<file path="src/rtl/code_sender_if.sv">
// Digit bus between the code sender and the lock checker, together with the
// start button and the unlock status that comes back from the checker.
interface code_sender_if;
    logic       btn;
    logic [7:0] lock_status;
    logic [3:0] data_out;
    logic       digit_valid;
    logic       busy;
    logic       done;
    logic       pass;

    modport master (
        input  btn, lock_status,
        output data_out, digit_valid, busy, done, pass
    );

    modport slave (
        output btn, lock_status,
        input  data_out, digit_valid, busy, done, pass
    );
endinterface

</file>
<file path="src/rtl/code_sender.sv">
// Code-lock initiator: on a button press, sends three digits onto the checker bus.
// It then waits a bounded time for the unlock status and reports pass or fail.
module code_sender #(
    parameter logic [3:0] DIGIT0  = 4'h3,
    parameter logic [3:0] DIGIT1  = 4'h1,
    parameter logic [3:0] DIGIT2  = 4'h4,
    parameter int         HOLD    = 4,
    parameter int         GAP     = 2,
    parameter int         TIMEOUT = 16
) (
    input  logic          clk,
    input  logic          rst,
    code_sender_if.master bus
);

    localparam int CMAX = (HOLD > GAP) ? ((HOLD > TIMEOUT) ? HOLD : TIMEOUT)
                                       : ((GAP > TIMEOUT) ? GAP : TIMEOUT);
    localparam int CW = $clog2(CMAX + 1);
    localparam logic [CW-1:0] HOLD_LAST = CW'(HOLD - 1);
    localparam logic [CW-1:0] GAP_LAST  = CW'((GAP > 0) ? GAP - 1 : 0);
    localparam logic [CW-1:0] TO_LAST   = CW'(TIMEOUT - 1);

    typedef enum logic [2:0] {ST_IDLE, ST_SEND, ST_GAP, ST_WAIT, ST_DONE} state_t;

    state_t        state, state_n;
    logic [1:0]    idx, idx_n;
    logic [CW-1:0] cnt, cnt_n;
    logic          btn_d;
    logic [3:0]    data_q, data_n;
    logic          valid_q, valid_n;
    logic          busy_q, busy_n;
    logic          done_q, done_n;
    logic          pass_q, pass_n;
    logic          start;
    logic          unlocked;

    function automatic logic [3:0] digit(input logic [1:0] i);
        case (i)
            2'd0:    digit = DIGIT0;
            2'd1:    digit = DIGIT1;
            default: digit = DIGIT2;
        endcase
    endfunction

    assign start    = bus.btn && !btn_d;
    assign unlocked = (bus.lock_status == 8'hFF);

    // btn_d resets high so a button already held at reset release is not a press.
    always_ff @(posedge clk or posedge rst) begin
        if (rst) begin
            state   <= ST_IDLE;
            idx     <= '0;
            cnt     <= '0;
            btn_d   <= 1'b1;
            data_q  <= '0;
            valid_q <= 1'b0;
            busy_q  <= 1'b0;
            done_q  <= 1'b0;
            pass_q  <= 1'b0;
        end else begin
            state   <= state_n;
            idx     <= idx_n;
            cnt     <= cnt_n;
            btn_d   <= bus.btn;
            data_q  <= data_n;
            valid_q <= valid_n;
            busy_q  <= busy_n;
            done_q  <= done_n;
            pass_q  <= pass_n;
        end
    end

    always_comb begin
        state_n = state;
        idx_n   = idx;
        cnt_n   = cnt;
        data_n  = data_q;
        valid_n = valid_q;
        busy_n  = busy_q;
        done_n  = 1'b0;
        pass_n  = pass_q;
        case (state)
            ST_IDLE: begin
                data_n  = '0;
                valid_n = 1'b0;
                busy_n  = 1'b0;
                if (start) begin
                    state_n = ST_SEND;
                    idx_n   = '0;
                    cnt_n   = '0;
                    pass_n  = 1'b0;
                    busy_n  = 1'b1;
                    data_n  = DIGIT0;
                    valid_n = 1'b1;
                end
            end
            ST_SEND: begin
                if (cnt == HOLD_LAST) begin
                    cnt_n = '0;
                    if (idx == 2'd2) begin
                        state_n = ST_WAIT;
                        data_n  = '0;
                        valid_n = 1'b0;
                    end else if (GAP == 0) begin
                        idx_n  = idx + 2'd1;
                        data_n = digit(idx + 2'd1);
                    end else begin
                        state_n = ST_GAP;
                        data_n  = '0;
                        valid_n = 1'b0;
                    end
                end else begin
                    cnt_n = cnt + 1'b1;
                end
            end
            ST_GAP: begin
                if (cnt == GAP_LAST) begin
                    state_n = ST_SEND;
                    idx_n   = idx + 2'd1;
                    cnt_n   = '0;
                    data_n  = digit(idx + 2'd1);
                    valid_n = 1'b1;
                end else begin
                    cnt_n = cnt + 1'b1;
                end
            end
            ST_WAIT: begin
                // An unlock seen on the last timeout cycle still counts as a pass.
                if (unlocked || cnt == TO_LAST) begin
                    state_n = ST_DONE;
                    done_n  = 1'b1;
                    busy_n  = 1'b0;
                    pass_n  = unlocked;
                end else begin
                    cnt_n = cnt + 1'b1;
                end
            end
            ST_DONE: begin
                state_n = ST_IDLE;
            end
            default: begin
                state_n = ST_IDLE;
            end
        endcase
    end

    assign bus.data_out    = data_q;
    assign bus.digit_valid = valid_q;
    assign bus.busy        = busy_q;
    assign bus.done        = done_q;
    assign bus.pass        = pass_q;

endmodule

</file>
<file path="src/flat_wrapper.sv">
// flat-port wrapper written by rule: the top's interface ports become plain ports
module code_sender_flat 
#(
    parameter logic [3:0] DIGIT0  = 4'h3,
    parameter logic [3:0] DIGIT1  = 4'h1,
    parameter logic [3:0] DIGIT2  = 4'h4,
    parameter int         HOLD    = 4,
    parameter int         GAP     = 2,
    parameter int         TIMEOUT = 16
)
  (clk, rst, bus_btn, bus_lock_status, bus_data_out, bus_digit_valid, bus_busy, bus_done, bus_pass);
  code_sender_if bus_i ();
  input  logic clk;
  input  logic rst;
  input wire logic [$bits(bus_i.btn)-1:0] bus_btn;
  input wire logic [$bits(bus_i.lock_status)-1:0] bus_lock_status;
  output wire logic [$bits(bus_i.data_out)-1:0] bus_data_out;
  output wire logic [$bits(bus_i.digit_valid)-1:0] bus_digit_valid;
  output wire logic [$bits(bus_i.busy)-1:0] bus_busy;
  output wire logic [$bits(bus_i.done)-1:0] bus_done;
  output wire logic [$bits(bus_i.pass)-1:0] bus_pass;
  assign bus_i.btn = bus_btn;
  assign bus_i.lock_status = bus_lock_status;
  assign bus_data_out = bus_i.data_out;
  assign bus_digit_valid = bus_i.digit_valid;
  assign bus_busy = bus_i.busy;
  assign bus_done = bus_i.done;
  assign bus_pass = bus_i.pass;
  code_sender #(.DIGIT0(DIGIT0), .DIGIT1(DIGIT1), .DIGIT2(DIGIT2), .HOLD(HOLD), .GAP(GAP), .TIMEOUT(TIMEOUT)) u_core (.clk(clk), .rst(rst), .bus(bus_i));
endmodule
</file>
<file path="config.mk">
export PLATFORM = sky130hd
export DESIGN_NAME = code_sender_flat
export DESIGN_NICKNAME = d
export VERILOG_FILES = /design/src/rtl/code_sender_if.sv /design/src/rtl/code_sender.sv /design/src/flat_wrapper.sv
export SDC_FILE = /design/constraint.sdc
export NUM_CORES = 1
export LEC_CHECK = 0
export ABC_AREA = 0
export CORE_MARGIN = 3
export CORE_UTILIZATION = 53
export CTS_CLUSTER_SIZE = 14
export DETAILED_ROUTE_END_ITERATION = 10
export GPL_TIMING_DRIVEN = 0
export PLACE_DENSITY = 0.91
export RECOVER_POWER = 100
export SETUP_SLACK_MARGIN = 0.02
export SYNTH_ARGS = -nofsm -noshare
export SYNTH_HDL_FRONTEND = slang
export SYNTH_SLANG_ARGS = --single-unit
</file>
<file path="constraint.sdc">
create_clock -name clk -period 6.7 [get_ports clk]
set_clock_uncertainty 0.05 [all_clocks]
set_input_delay 1.34 -clock clk [delete_from_list [all_inputs] [get_ports clk]]
set_output_delay 1.34 -clock clk [all_outputs]
set_load 0.03 [all_outputs]
</file>
== Word-level counts from Yosys, hierarchy flattened ==
Cells that the tools add are included.
W data, S select, Z words.
Word-level totals
  output and inout port bits: 8
  flip-flop bits (word level): 19
Cells by class
  muxes and demuxes: 30
  equal/unequal tests: 14
  add/subtract/negate cells: 2
  reductions and logical operators: 15
Operators with widths (number)
  $mux W5: 4
  $pmux W5 S4: 1
  $mux W3: 4
  $pmux W3 S4: 1
  $pmux W4 S3: 1
  $reduce_and A3 Y1: 4
  $mux W1: 9
  $eq A8 B8 Y1 const B: 1
  $mux W4: 2
  $ne A2 B1 Y1 const B: 4
  $eq A3 B2 Y1 const B: 2
  $mux W2: 3
  $pmux W3 S2: 1
  $add A5 B1 Y5 const B: 1
  $eq A5 B1 Y1 const B: 1
  $eq A5 B2 Y1 const B: 1
  $eq A5 B4 Y1 const B: 1
  $pmux W1 S2: 2
  $pmux W2 S2: 1
  $reduce_and A4 Y1: 1
  $reduce_bool A2 Y1: 2
  $reduce_bool A4 Y1: 1
  $eq A3 B1 Y1 const B: 1
  $logic_not A3 Y1: 1
  11 further kinds: 11

== Depth between registers and ports, before layout ==
  depth after elaboration: 5
  gate-level depth with buffers: 7
  mapped depth without buffers: 7

== Worst setup path before layout ==
OpenSTA, ideal clock, no wires.
  kind: in2reg
  start: input bus_lock_status[7]
  end: register u_core.cnt[3]
  stages: 5
  slack: 3769 ps
  required time: 6555 ps
  arrival time: 2786 ps
  library setup time: 95 ps
  cell sequence: nand4_1 > nor3_2 > or4_4 > or4_4 > o31ai_1
Between the ends
  word-level cells in the longest chain between the ends: 4
RTL lines
  start, declared: RTL line flat_wrapper.sv:16  | input wire logic [$bits(bus_i.lock_status)-1:0] bus_lock_status;
  $eq A8 B8 Y1: RTL line code_sender.sv:46  | assign unlocked = (bus.lock_status == 8'hFF);
  $logic_or A1 B1 Y1: RTL line code_sender.sv:129  | if (unlocked || cnt == TO_LAST) begin
  $ne A2 B2 Y1 (no source line)
  $reduce_and A3 Y1 (no source line)
  end signal, assigned: RTL line code_sender.sv:63  | cnt <= cnt_n;
  end, declared: RTL line code_sender.sv:27  | logic [CW-1:0] cnt, cnt_n;
No other way between the ends.
A chain may end at the register's enable or synchronous reset.

== Final worst setup path ==
  start: input bus_lock_status[6]
  end: register u_core.cnt[3]
Same word-level chain as after synthesis.

==> results.md <==
- Reg clk slew, reported paths: between 0.1 and 0.15 ns
- CTS resizes: 0
- PD cells: ~380 nW/µm²
- Post-DP HPWL: 1.47 mm
- Static Leak: 0.573 nW
- Crit end category: register
- Vias per inst: between 5 and 6
- Fill cell count: 124
- DR WL met3: ~150 µm
- Initial antenna violation count: 0
- Highest routed metal layer: met4
- Top cell type's share of synthesized area: 0.438
- Reg2Reg Depth: 7
- HP Class: register to register
- Synth Instances: 101
- Clock net sink count: 18
- Detailed Route WL: approximately 2 mm
- Synth area leader: dfrtp_1
- Worst EP arrival: 3.60 ns
- Top_reg_cell synth: dfrtp_1
- Multi-input logic area: 454 µm²
- Final ANT Viol Nets: 0
- Post-synthesis cell type count: 31
- Non-filler cells in the finished layout: between 100 and 150
- Tcrit/Tclk final: 0.512
- Cell area after layout: 1200 µm²
- Vias in the first global route: between 800 and 900
- Cells after DPL: roughly 140
- Crit Path Category: primary input to register
- Clock Latency Late Sink: about 0.30 ns
- Max-cap viol count: 0
- YS warnings: 0
- Ys async rst share: 1.00
- Std-Cell Rows: 14
- Slew Limit Headroom: 0.544
- Syn Nets: between 100 and 150
- Die Span X: about 49 µm
- Post-synthesis sequential area ratio: 0.465
- Worst path required time: between 6 and 7 ns
- Peak Freq: roughly 0.29 GHz
- # IOs: 19
- Fin Setup TNS: 0 ns
- Cts hold-fix bufs: 0
- Total grt overflow: 0
- First-pass GRT wire length: roughly 3.6 mm
- Drt first pass iters: 4
- Max VDD drop: ~270 µV
- Mapped Area: about 1000 µm²
- Most frequent cells in the layout: dfrtp_1 (17), nand2_1 (14), o21ai_0 (12)
- Iteration-0 DRC count of the detailed router: 24
- Core box area: about 1600 µm²
- Starting density of the core: 0.603
- Slew @ Worst Pin: roughly 0.68 ns
- Outcome: finished, final reports clean
- Largest net degree at the start of global routing: 19
- Syn_area_per_cell: a little under 10 µm²
- M1 WL: slightly below 900 µm
- Most common cell after layout, fill and taps aside: dfrtp_1
- Synth top area cells: dfrtp_1 (44%), ha_1 (6.4%), o21ai_0 (6.2%), nand2_1 (5.4%), nor2_1 (3.9%)
- H-tree levels: 1
- Layout cell share with drive strength beyond 1: 0.131
- Post-synth EDFFs: 0
- CTS tree: done
- RSZ-0062 raised after global routing: false
- Crit path max fanout: 6
- Die area: approximately 2400 µm²
- Post-CTS Setup Repair Bufs: 0
- DR vias: 808
- Gr usage total: 0.194
- Seq cells post-synth: 18
- Per-cell routed wire length: 13.7 µm
- Num CTS Buffers: 3
- Critical path startpoint category: primary input
- Final Net Count: between 100 and 150
- DRC Markers: 0
- Met2 WL: approximately 900 µm
- Diodes inserted: 0
- Clock tree root buffer cell: clkbuf_4
- Final Hold Viols: 0
- Clk buf depth: 2
- Placed cell area: about 1200 µm²
- Core Util, Final: 0.742
- Port Buf Inserts: 17
- Routability cong.: roughly 0.78
- Slew Viols, Final: 0
- Cells on Worst Hold Path: 2
- Final setup vio count: 0
- Register Area: about 450 µm²
- Area Growth Syn to Fin: 23.0%
- Die Ht: approximately 50 µm
- Final Critical Period: 3.43 ns
where the power goes:
part	switching [W]	internal (W)	leakage (nW)
combinational	0.000125	0.0000874	0.322
sequential	0.0000309	0.000145	0.230
clock	0.0000365	0.0000332	0.0210
total	0.000192	0.000265	0.573
registers in the layout (all words and copies together), names as in the netlist:
signal / cells
u_core.btn_d: 1
u_core.bus.busy: 1
u_core.bus.data_out: 3
u_core.bus.digit_valid: 1
u_core.bus.done: 1
u_core.bus.pass: 1
u_core.cnt: 5
u_core.idx: 2
u_core.state: 3
final timing paths:
path                                                     from                            endpoint  slack (ns)
max in group asynchronous                                 rst           u_core.bus.done$_DFF_PP0_        4.66
min reg2reg                u_core.bus.digit_valid$_DFFE_PP0P_  u_core.bus.digit_valid$_DFFE_PP0P_        0.43
max                                        bus_lock_status[6]           u_core.cnt[3]$_DFFE_PP0P_        3.27
max reg2reg                         u_core.cnt[0]$_DFFE_PP0P_           u_core.cnt[3]$_DFFE_PP0P_        3.80
min in group asynchronous                                 rst           u_core.cnt[1]$_DFFE_PP0P_        1.51
min                        u_core.bus.digit_valid$_DFFE_PP0P_  u_core.bus.digit_valid$_DFFE_PP0P_        0.43
logic make-up (layout without fill, tap and decap cells):
| logic type | Yosys count | count (layout) | share of synthesized area |
|---|---|---|---|
| AOI/OAI and AO/OA | 20 | 20 | 0.118 |
| and+or+nand+nor | 46 | 46 | 0.270 |
| DFF | 18 | 18 | 0.465 |
| muxes | 2 | 2 | 0.0232 |
| adders and majority gates | 5 | 5 | 0.0644 |
| buffers and inverters | 9 | 30 | 0.0553 |
| other | 1 | 1 | 0.00386 |
routing by layer:
| layer | up-vias | global-route usage |
|---|---|---|
| li1 | 397 | - |
| met1 | 365 | 0.236 |
| met2 | 41 | 0.319 |
| met3 | 5 | 0.0550 |
| met4 | 0 | 0.0853 |
| met5 | - | 0 |
through the flow:
stage / setup slack (ns) / hold WS, ns / power, W
2_1_floorplan: 3.77 / 0.425 / 0.000330
3_3_place_gp: 3.26 / 0.410 / 0.000385
3_5_place_dp: 3.21 / 0.409 / 0.000398
4_1_cts: 3.52 / 0.440 / 0.000468
5_1_grt: 3.19 / 0.459 / 0.000493
6_report: 3.27 / 0.432 / 0.000458
final cells by class:
class,count,area share
buffer,4,0.0293
clock buffer,4,0.0303
inverter,5,0.0157
multi-input combinational,74,0.380
sequential,18,0.378
tap,24,0.0251
timing repair buffer,17,0.142
worst max-delay path: stages:
cell           delay [ns]
dlygate4sd3_1        0.53
nand4_1              0.11
nor3_1               0.07
or4_1                0.63
or4_1                0.64
o31ai_1              0.27
synthesized netlist by cell type (all sizes together) (2+ instances only):
cell type,count
ha,5
or4,2
o21ai,12
buf,4
and3,2
dfrtp,17
a21oi,3
nor3,3
nand2,14
inv,5
nand4,2
nand2b,5
mux2,2
and2b,2
nor2,10
Note: power is estimated with default switching activity, not from simulation.
